## src/rtl/decode_pkg.sv

```systemverilog
// Shared decode types: ALU/branch/shift selectors, immediate formats,
// RV32I/RV64I opcodes and the control bundle handed from decode to execute.
package decode_pkg;

   typedef enum logic [3:0] {
      ALU_ADD    = 4'd0,
      ALU_SUB    = 4'd1,
      ALU_XOR    = 4'd2,
      ALU_OR     = 4'd3,
      ALU_AND    = 4'd4,
      ALU_PASSB  = 4'd5,
      ALU_MUL    = 4'd6,
      ALU_MULH   = 4'd7,
      ALU_MULHSU = 4'd8,
      ALU_MULHU  = 4'd9,
      ALU_DIV    = 4'd10,
      ALU_DIVU   = 4'd11,
      ALU_REM    = 4'd12,
      ALU_REMU   = 4'd13
   } alu_op_e;

   typedef enum logic [2:0] {
      BR_NONE, BR_EQ, BR_NE, BR_LT, BR_GE, BR_LTU, BR_GEU
   } branch_e;

   typedef enum logic [1:0] {
      SH_SLL, SH_SRL, SH_SRA
   } shift_e;

   typedef enum logic [2:0] {
      IMM_NONE, IMM_I, IMM_S, IMM_B, IMM_U, IMM_J, IMM_SH
   } imm_fmt_e;

   localparam logic [6:0] OPC_LUI    = 7'b0110111;
   localparam logic [6:0] OPC_AUIPC  = 7'b0010111;
   localparam logic [6:0] OPC_JAL    = 7'b1101111;
   localparam logic [6:0] OPC_JALR   = 7'b1100111;
   localparam logic [6:0] OPC_BRANCH = 7'b1100011;
   localparam logic [6:0] OPC_LOAD   = 7'b0000011;
   localparam logic [6:0] OPC_STORE  = 7'b0100011;
   localparam logic [6:0] OPC_OPIMM  = 7'b0010011;
   localparam logic [6:0] OPC_OP     = 7'b0110011;

   typedef struct packed {
      alu_op_e    alu_op;
      branch_e    branch_type;
      shift_e     shift_type;
      logic [3:0] xfer_size;
      logic       reg_write;
      logic       alu_src;
      logic       auipc;
      logic       shift;
      logic       slt;
      logic       mem_write;
      logic       mem_read;
      logic       mem_to_reg;
      logic       jump;
      logic       jalr;
      logic       is_unsigned;
      logic       illegal;
   } ctrl_t;

endpackage

```

## src/rtl/decode_stage_if.sv

```systemverilog
// Fetch-side and execute-side valid/ready channels of the decode stage.
// slave is the decode stage's view; master is the surrounding pipeline's.
interface decode_stage_if
   import decode_pkg::*;
#(
   parameter int XLEN = 32
) ();
   logic            in_valid;
   logic            in_ready;
   logic [31:0]     in_instr;
   logic [XLEN-1:0] in_pc;
   logic            out_valid;
   logic            out_ready;
   logic [XLEN-1:0] out_pc;
   logic [XLEN-1:0] out_imm;
   logic [4:0]      out_rs1;
   logic [4:0]      out_rs2;
   logic [4:0]      out_rd;
   ctrl_t           out_ctrl;

   modport slave (
      input  in_valid, in_instr, in_pc, out_ready,
      output in_ready, out_valid, out_pc, out_imm,
      output out_rs1, out_rs2, out_rd, out_ctrl
   );

   modport master (
      output in_valid, in_instr, in_pc, out_ready,
      input  in_ready, out_valid, out_pc, out_imm,
      input  out_rs1, out_rs2, out_rd, out_ctrl
   );
endinterface

```

## src/rtl/decode_comb.sv

```systemverilog
// Pure combinational RV32I/RV64I(+M) instruction decoder:
// control bundle, sign-extended immediate and register indices.
module decode_comb
   import decode_pkg::*;
#(
   parameter int XLEN     = 32,
   parameter bit ENABLE_M = 1'b1
) (
   input  logic [31:0]     instr,
   output ctrl_t           ctrl,
   output logic [XLEN-1:0] imm,
   output logic [4:0]      rs1,
   output logic [4:0]      rs2,
   output logic [4:0]      rd,
   output logic            uses_rs1,
   output logic            uses_rs2
);
   localparam bit RV64 = (XLEN == 64);

   logic [6:0]         opc;
   logic [6:0]         f7;
   logic [2:0]         f3;
   imm_fmt_e           fmt;
   logic               bad;
   logic               u1;
   logic               u2;
   ctrl_t              c;
   logic signed [31:0] imm32;

   assign opc = instr[6:0];
   assign f3  = instr[14:12];
   assign f7  = instr[31:25];

   always_comb begin
      c   = '0;
      fmt = IMM_NONE;
      bad = 1'b0;
      u1  = 1'b0;
      u2  = 1'b0;
      unique case (1'b1)
         opc == OPC_LUI: begin
            c.reg_write = 1'b1;
            c.alu_src   = 1'b1;
            c.alu_op    = ALU_PASSB;
            fmt         = IMM_U;
         end
         opc == OPC_AUIPC: begin
            c.reg_write = 1'b1;
            c.alu_src   = 1'b1;
            c.auipc     = 1'b1;
            fmt         = IMM_U;
         end
         opc == OPC_JAL: begin
            c.reg_write = 1'b1;
            c.jump      = 1'b1;
            fmt         = IMM_J;
         end
         opc == OPC_JALR: begin
            u1          = 1'b1;
            bad         = (f3 != 3'b000);
            c.reg_write = 1'b1;
            c.jump      = 1'b1;
            c.jalr      = 1'b1;
            c.alu_src   = 1'b1;
            fmt         = IMM_I;
         end
         opc == OPC_BRANCH: begin
            u1            = 1'b1;
            u2            = 1'b1;
            c.alu_op      = ALU_SUB;
            c.is_unsigned = (f3[2:1] == 2'b11);
            fmt           = IMM_B;
            case (f3)
               3'b000:  c.branch_type = BR_EQ;
               3'b001:  c.branch_type = BR_NE;
               3'b100:  c.branch_type = BR_LT;
               3'b101:  c.branch_type = BR_GE;
               3'b110:  c.branch_type = BR_LTU;
               3'b111:  c.branch_type = BR_GEU;
               default: bad = 1'b1;
            endcase
         end
         opc == OPC_LOAD: begin
            u1           = 1'b1;
            c.mem_read   = 1'b1;
            c.mem_to_reg = 1'b1;
            c.reg_write  = 1'b1;
            c.alu_src    = 1'b1;
            fmt          = IMM_I;
            c.is_unsigned = f3[2];
            case (f3)
               3'b000, 3'b100: c.xfer_size = 4'd1;
               3'b001, 3'b101: c.xfer_size = 4'd2;
               3'b010:  c.xfer_size = 4'd4;
               3'b011: begin
                  c.xfer_size = 4'd8;
                  bad         = !RV64;
               end
               3'b110: begin
                  c.xfer_size = 4'd4;
                  bad         = !RV64;
               end
               default: bad = 1'b1;
            endcase
         end
         opc == OPC_STORE: begin
            u1          = 1'b1;
            u2          = 1'b1;
            c.mem_write = 1'b1;
            c.alu_src   = 1'b1;
            fmt         = IMM_S;
            case (f3)
               3'b000:  c.xfer_size = 4'd1;
               3'b001:  c.xfer_size = 4'd2;
               3'b010:  c.xfer_size = 4'd4;
               3'b011: begin
                  c.xfer_size = 4'd8;
                  bad         = !RV64;
               end
               default: bad = 1'b1;
            endcase
         end
         opc == OPC_OPIMM: begin
            u1          = 1'b1;
            c.reg_write = 1'b1;
            c.alu_src   = 1'b1;
            fmt         = IMM_I;
            case (f3)
               3'b000: c.alu_op = ALU_ADD;
               3'b010: begin
                  c.alu_op = ALU_SUB;
                  c.slt    = 1'b1;
               end
               3'b011: begin
                  c.alu_op      = ALU_SUB;
                  c.slt         = 1'b1;
                  c.is_unsigned = 1'b1;
               end
               3'b100: c.alu_op = ALU_XOR;
               3'b110: c.alu_op = ALU_OR;
               3'b111: c.alu_op = ALU_AND;
               3'b001: begin
                  c.shift = 1'b1;
                  fmt     = IMM_SH;
                  bad     = RV64 ? (instr[31:26] != 6'd0)
                                 : (f7 != 7'd0);
               end
               default: begin
                  c.shift      = 1'b1;
                  c.shift_type = instr[30] ? SH_SRA : SH_SRL;
                  fmt          = IMM_SH;
                  // bit 30 picks arithmetic; bit 25 is shamt[5] on RV64 only
                  bad = RV64 ? ({instr[31], instr[29:26]} != 5'd0)
                             : ({instr[31], instr[29:25]} != 6'd0);
               end
            endcase
         end
         opc == OPC_OP: begin
            u1          = 1'b1;
            u2          = 1'b1;
            c.reg_write = 1'b1;
            if (f7 == 7'b0000001) begin
               bad      = !ENABLE_M;
               c.alu_op = alu_op_e'(4'(ALU_MUL) + {1'b0, f3});
               c.is_unsigned = (f3 == 3'b011) || (f3 == 3'b101)
                             || (f3 == 3'b111);
            end else if (f7 == 7'b0000000 || f7 == 7'b0100000) begin
               bad = f7[5] && (f3 != 3'b000) && (f3 != 3'b101);
               case (f3)
                  3'b000: c.alu_op = f7[5] ? ALU_SUB : ALU_ADD;
                  3'b001: c.shift = 1'b1;
                  3'b010: begin
                     c.alu_op = ALU_SUB;
                     c.slt    = 1'b1;
                  end
                  3'b011: begin
                     c.alu_op      = ALU_SUB;
                     c.slt         = 1'b1;
                     c.is_unsigned = 1'b1;
                  end
                  3'b100: c.alu_op = ALU_XOR;
                  3'b101: begin
                     c.shift      = 1'b1;
                     c.shift_type = f7[5] ? SH_SRA : SH_SRL;
                  end
                  3'b110:  c.alu_op = ALU_OR;
                  default: c.alu_op = ALU_AND;
               endcase
            end else begin
               bad = 1'b1;
            end
         end
         default: bad = 1'b1;
      endcase

      if (bad) begin
         c         = '0;
         c.illegal = 1'b1;
         u1        = 1'b0;
         u2        = 1'b0;
         fmt       = IMM_NONE;
      end
   end

   always_comb begin
      imm32 = '0;
      case (fmt)
         IMM_I:  imm32 = {{20{instr[31]}}, instr[31:20]};
         IMM_S:  imm32 = {{20{instr[31]}}, instr[31:25], instr[11:7]};
         IMM_B:  imm32 = {{19{instr[31]}}, instr[31], instr[7],
                          instr[30:25], instr[11:8], 1'b0};
         IMM_U:  imm32 = {instr[31:12], 12'd0};
         IMM_J:  imm32 = {{11{instr[31]}}, instr[31], instr[19:12],
                          instr[20], instr[30:21], 1'b0};
         IMM_SH: imm32 = RV64 ? {26'd0, instr[25:20]}
                              : {27'd0, instr[24:20]};
         default: imm32 = '0;
      endcase
   end

   assign ctrl     = c;
   assign imm      = XLEN'(imm32);
   assign uses_rs1 = u1;
   assign uses_rs2 = u2;
   assign rs1      = u1 ? instr[19:15] : 5'd0;
   assign rs2      = u2 ? instr[24:20] : 5'd0;
   assign rd       = c.reg_write ? instr[11:7] : 5'd0;
endmodule

```

## src/rtl/decode_stage.sv

```systemverilog
// Registered decode stage: valid/ready handshake, load-use bubble
// insertion against EX, flush, and a load-use stall cycle counter.
module decode_stage
   import decode_pkg::*;
#(
   parameter int XLEN     = 32,
   parameter bit ENABLE_M = 1'b1
) (
   input  logic          clk,
   input  logic          reset,
   decode_stage_if.slave bus,
   input  logic          flush,
   input  logic          ex_mem_read,
   input  logic [4:0]    ex_rd,
   output logic [31:0]   stall_count
);
   if (XLEN != 32 && XLEN != 64) begin : g_xlen_chk
      $error("decode_stage: XLEN must be 32 or 64");
   end

   ctrl_t           dec_ctrl;
   logic [XLEN-1:0] dec_imm;
   logic [4:0]      dec_rs1;
   logic [4:0]      dec_rs2;
   logic [4:0]      dec_rd;
   logic            dec_u1;
   logic            dec_u2;

   decode_comb #(
      .XLEN     (XLEN),
      .ENABLE_M (ENABLE_M)
   ) u_comb (
      .instr    (bus.in_instr),
      .ctrl     (dec_ctrl),
      .imm      (dec_imm),
      .rs1      (dec_rs1),
      .rs2      (dec_rs2),
      .rd       (dec_rd),
      .uses_rs1 (dec_u1),
      .uses_rs2 (dec_u2)
   );

   logic            hazard;
   logic            in_ready;
   logic            xfer_in;
   logic            xfer_out;
   logic            valid_q, valid_d;
   logic [XLEN-1:0] pc_q, pc_d;
   logic [XLEN-1:0] imm_q, imm_d;
   logic [4:0]      rs1_q, rs1_d;
   logic [4:0]      rs2_q, rs2_d;
   logic [4:0]      rd_q, rd_d;
   ctrl_t           ctrl_q, ctrl_d;
   logic [31:0]     stall_q, stall_d;

   always_comb begin
      hazard = bus.in_valid && ex_mem_read && (ex_rd != 5'd0)
             && ((dec_u1 && dec_rs1 == ex_rd)
              || (dec_u2 && dec_rs2 == ex_rd));
      in_ready = (!valid_q || bus.out_ready) && !hazard && !flush;
      xfer_in  = bus.in_valid && in_ready;
      xfer_out = valid_q && bus.out_ready;

      valid_d = valid_q;
      pc_d    = pc_q;
      imm_d   = imm_q;
      rs1_d   = rs1_q;
      rs2_d   = rs2_q;
      rd_d    = rd_q;
      ctrl_d  = ctrl_q;
      if (flush) begin
         valid_d = 1'b0;
      end else if (xfer_in) begin
         valid_d = 1'b1;
         pc_d    = bus.in_pc;
         imm_d   = dec_imm;
         rs1_d   = dec_rs1;
         rs2_d   = dec_rs2;
         rd_d    = dec_rd;
         ctrl_d  = dec_ctrl;
      end else if (xfer_out) begin
         valid_d = 1'b0;
      end
      stall_d = stall_q + {31'd0, hazard && !flush};
   end

   always_ff @(posedge clk) begin
      if (reset) begin
         valid_q <= 1'b0;
         pc_q    <= '0;
         imm_q   <= '0;
         rs1_q   <= '0;
         rs2_q   <= '0;
         rd_q    <= '0;
         ctrl_q  <= '0;
         stall_q <= '0;
      end else begin
         valid_q <= valid_d;
         pc_q    <= pc_d;
         imm_q   <= imm_d;
         rs1_q   <= rs1_d;
         rs2_q   <= rs2_d;
         rd_q    <= rd_d;
         ctrl_q  <= ctrl_d;
         stall_q <= stall_d;
      end
   end

   assign bus.in_ready  = in_ready;
   assign bus.out_valid = valid_q;
   assign bus.out_pc    = pc_q;
   assign bus.out_imm   = imm_q;
   assign bus.out_rs1   = rs1_q;
   assign bus.out_rs2   = rs2_q;
   assign bus.out_rd    = rd_q;
   assign bus.out_ctrl  = ctrl_q;
   assign stall_count   = stall_q;
endmodule

```

## src/flat_wrapper.sv

```systemverilog
// flat-port wrapper written by rule: the top's interface ports become plain ports
module decode_stage_flat import decode_pkg::*;
#(
   parameter int XLEN     = 32,
   parameter bit ENABLE_M = 1'b1
)
  (clk, reset, flush, ex_mem_read, ex_rd, stall_count, bus_in_valid, bus_in_instr, bus_in_pc, bus_out_ready, bus_in_ready, bus_out_valid, bus_out_pc, bus_out_imm, bus_out_rs1, bus_out_rs2, bus_out_rd, bus_out_ctrl);
  decode_stage_if #(.XLEN(XLEN)) bus_i ();
  input  logic clk;
  input  logic reset;
  input  logic flush;
  input  logic ex_mem_read;
  input  logic [4:0] ex_rd;
  output logic [31:0] stall_count;
  input wire logic [$bits(bus_i.in_valid)-1:0] bus_in_valid;
  input wire logic [$bits(bus_i.in_instr)-1:0] bus_in_instr;
  input wire logic [$bits(bus_i.in_pc)-1:0] bus_in_pc;
  input wire logic [$bits(bus_i.out_ready)-1:0] bus_out_ready;
  output wire logic [$bits(bus_i.in_ready)-1:0] bus_in_ready;
  output wire logic [$bits(bus_i.out_valid)-1:0] bus_out_valid;
  output wire logic [$bits(bus_i.out_pc)-1:0] bus_out_pc;
  output wire logic [$bits(bus_i.out_imm)-1:0] bus_out_imm;
  output wire logic [$bits(bus_i.out_rs1)-1:0] bus_out_rs1;
  output wire logic [$bits(bus_i.out_rs2)-1:0] bus_out_rs2;
  output wire logic [$bits(bus_i.out_rd)-1:0] bus_out_rd;
  output wire logic [$bits(bus_i.out_ctrl)-1:0] bus_out_ctrl;
  assign bus_i.in_valid = bus_in_valid;
  assign bus_i.in_instr = bus_in_instr;
  assign bus_i.in_pc = bus_in_pc;
  assign bus_i.out_ready = bus_out_ready;
  assign bus_in_ready = bus_i.in_ready;
  assign bus_out_valid = bus_i.out_valid;
  assign bus_out_pc = bus_i.out_pc;
  assign bus_out_imm = bus_i.out_imm;
  assign bus_out_rs1 = bus_i.out_rs1;
  assign bus_out_rs2 = bus_i.out_rs2;
  assign bus_out_rd = bus_i.out_rd;
  assign bus_out_ctrl = bus_i.out_ctrl;
  decode_stage #(.XLEN(XLEN), .ENABLE_M(ENABLE_M)) u_core (.clk(clk), .reset(reset), .bus(bus_i), .flush(flush), .ex_mem_read(ex_mem_read), .ex_rd(ex_rd), .stall_count(stall_count));
endmodule
```

## config.mk

```make
export PLATFORM = sky130hd
export DESIGN_NAME = decode_stage_flat
export DESIGN_NICKNAME = d
export VERILOG_FILES = /design/src/rtl/decode_pkg.sv /design/src/rtl/decode_stage_if.sv /design/src/rtl/decode_comb.sv /design/src/rtl/decode_stage.sv /design/src/flat_wrapper.sv
export SDC_FILE = /design/constraint.sdc
export NUM_CORES = 1
export LEC_CHECK = 0
export BUFFER_PORTS_ARGS = -buffer_cell sky130_fd_sc_hd__buf_2
export CAP_MARGIN = 20
export CORE_UTILIZATION = 35
export DETAILED_ROUTE_END_ITERATION = 7
export PLACE_DENSITY = 0.56
export SLEW_MARGIN = 20
export SYNTH_ARGS = -nofsm -noshare
export SYNTH_HDL_FRONTEND = slang
export SYNTH_SLANG_ARGS = --single-unit
```

## constraint.sdc

```tcl
create_clock -name clk -period 9.1 [get_ports clk]
set_input_delay 0.455 -clock clk [delete_from_list [all_inputs] [get_ports clk]]
set_output_delay 0.455 -clock clk [all_outputs]
set_load 0.02 [all_outputs]
```

==> metrics.md <==
| Metric | Value |
|---|---|
| Status | `finished clean` |
| Post-synthesis cell count | `706` |
| Residual DRC | `0` |
| CTS tree | `yes` |
| Post-synth net total | `789` |
| VDD IR-drop max | `0.1317 mV` |
| Initial DRC Count | `377` |
| Placed insts | `1101` |
| Die height | `134.8 um` |
| Root Driver | `clkbuf_16` |
| Tcrit/Tclk final | `44.02%` |
| Final WL | `19.24 mm` |
| Clock latency on the worst-skew pair | `0.42 ns` |
| LEAKAGE | `0.003611 uW` |
| Area delta synth->final | `29.54%` |
| CP Data Required Time | `9.42 ns` |
| Syn_area_per_cell | `8.742 um2` |
| # nets final | `978` |
| Crit path time final | `4.006 ns` |
| CTS sink count | `136` |
| GR Overflow Total | `0` |
| CTS Hold Bufs | `0` |
| Worst rel slew slack | `40.65%` |
| Final hold slack | `0.2514 ns` |
| Hold Path Class | `in2reg` |
| Die X-Extent | `134.8 um` |
| Layout cells sized above 1 | `28.96%` |
| Setup Skew | `0.01068 ns` |
| Core Region | `0.01724 mm2` |
| Post-route setup TNS | `0 ns` |
| Worst Setup End Kind | `register` |
| Final non-filler cell total | `1134` |
| Num CTS Buffers | `17` |
| First-pass GRT wire length | `30.15 mm` |
| Drt pass-1 iters | `5` |
| Crit Path Category | `in2reg` |
| Filler cells | `1734` |
| Post_cts resized | `0` |
| Port bufs | `212` |
| Max-slew violations | `0` |
| Setup bufs post-CTS | `0` |
| Core Rows | `48` |
| Vias | `5819` |
| Worst-Margin Slew | `0.8821 ns` |
| Post-DP HPWL | `13.96 mm` |
| Main synth FF type | `dfxtp_1` |
| CP Max Fanout | `55` |
| Largest net degree at the start of global routing | `59` |
| Via-per-instance ratio | `5.131` |
| Count of cell types in the netlist | `63` |
| Fmax | `0.2496 GHz` |
| Synth Warn # | `0` |
| Fin. Hold Viols | `0` |
| Clock buffer depth | `2` |
| Synthesized area | `0.006172 mm2` |
| Synthesis-stage register bit count | `136` |
| IO Pins | `213` |
| WL per Instance | `16.97 um` |
| Clock Pin Slew Worst Setup and Hold Paths | `0.06 ns` |
| Pwr dens | `189.9 mW/mm2` |
| Initial antenna violation count | `4` |
| Die area | `0.01817 mm2` |
| Arr. time, crit path | `4.32 ns` |
| Final Util | `46.39%` |
| Max-cap viol count | `0` |
| Vias in the first global route | `5525` |
| Number of synthesized flops with an enable pin | `0` |
| Register area share after synthesis | `44.11%` |
| Initial core utilization | `35.81%` |
| Htree depth | `4` |
| RSZ-0062 raised after global routing | `false` |
| Synth async-reset ratio | `0%` |
| GP Congestion | `0.8137` |
| Setup violations, final | `0` |
| Crit start category | `input port` |
| Final ANT Viol Nets | `0` |
| Gr usage total | `21.46%` |
[logic make-up after synthesis]
family                     Yosys count  synth area share (%)
AOI/OAI and AO/OA                  135                 16.40
xor gates and xnor gates            37                 5.250
and+or+nand+nor                    281                 22.16
DFF                                136                 44.11
muxes                               33                 5.352
buffers and inverters               76                 5.108
adders and majority gates            8                 1.622
[final timing paths]
path | from | to | slack (ns) | cells after the start
setup / recovery | bus_in_instr[5] | u_core.bus.out_imm[28] | 5.09 | 9
hold / removal | flush | u_core.bus.out_valid | 0.25 | 2
setup reg to reg | u_core.bus.out_valid | u_core.bus.out_imm[28] | 5.94 | 7
hold reg to reg | u_core.bus.out_ctrl[21] | u_core.bus.out_ctrl[21] | 0.45 | 2
[flip-flops by register name, summed over array words and instances (netlist names)]
| signal | flops |
|---|---|
| u_core.stall_count | 32 |
| u_core.bus.out_ctrl | 24 |
| u_core.bus.out_imm | 32 |
| u_core.bus.out_rs2 | 5 |
| u_core.bus.out_rs1 | 5 |
| u_core.bus.out_rd | 5 |
| u_core.bus.out_pc | 32 |
| u_core.bus.out_valid | 1 |
[Yosys cell counts, drive strengths merged, types with 7 or more instances]
cell type,n,share of area (%)
xor2,14,2.0
a221oi,24,3.4
dfxtp,136,44
a22o,15,2.1
o21ai,22,1.8
ha,8,1.6
buf,16,1.4
nor2,93,5.7
nor3,19,1.5
a21oi,32,2.7
nand2b,7,0.71
a32o,10,1.6
or3,8,0.81
inv,29,1.8
nand3,20,1.6
mux2i,33,5.4
clkbuf,31,1.9
nor4,7,0.81
nand4,14,1.4
xnor2,23,3.3
nand2,71,4.4
[cells in the final DEF, fill, tap and decap left out, drive strengths merged, types with 10 or more instances in the layout]
cell type,instances
nand2,71
nor2,93
xnor2,23
clkbuf,20
a21oi,32
mux2i,33
a221oi,24
o21ai,22
nand4,14
a32o,10
xor2,14
dfxtp,136
inv,33
buf,217
nand3,20
nor3,19
a22o,15
[metal layers]
metal | track usage [%] | routed length, um | vias up
met1 | 26.91 | 8484 | 2684
met5 | 0 | 20 | -
li1 | - | - | 2886
met4 | 6.367 | 269 | 4
met3 | 8.559 | 1688 | 29
met2 | 33.73 | 8779 | 216
[layout make-up]
cell class                      instances  area, um2  share of cell area (%)
Tap cell                              225      281.5                   3.521
Clock buffer                           20      456.7                   5.712
Multi-Input combinational cell        494       3134                   39.20
Antenna cell                            1      2.502                 0.03130
Sequential cell                       136       2723                   34.05
Inverter                               29      108.9                   1.361
Timing Repair Buffer                  217       1101                   13.77
Clock inverter                         12      187.7                   2.347
[per-stage QoR]
step	setup WS, ns	power (uW)	area, um2
after detailed placement	4.741	772.3	7348
final	5.094	1518	7995
after global placement	4.705	773.0	7348
after floorplan	5.842	716.1	6172
after global routing	4.600	1573	7993
after CTS	5.092	1535	7993
[report_power, final]
group	internal [uW]	switching, uW	leakage, uW
Sequential	610	7.02	0.00110
Combinational	49.3	93.2	0.00219
Clock	478	281	0.000314
[critical path, cell delays in order]
cell	delay, ns
buf_2	0.29
nand3b_1	0.23
a211oi_2	0.48
nor4b_1	0.50
o2111ai_2	0.48
nand2_4	0.44
buf_4	0.68
a21oi_1	0.37
a221oi_1	0.36
(Power assumes the default switching activity.)
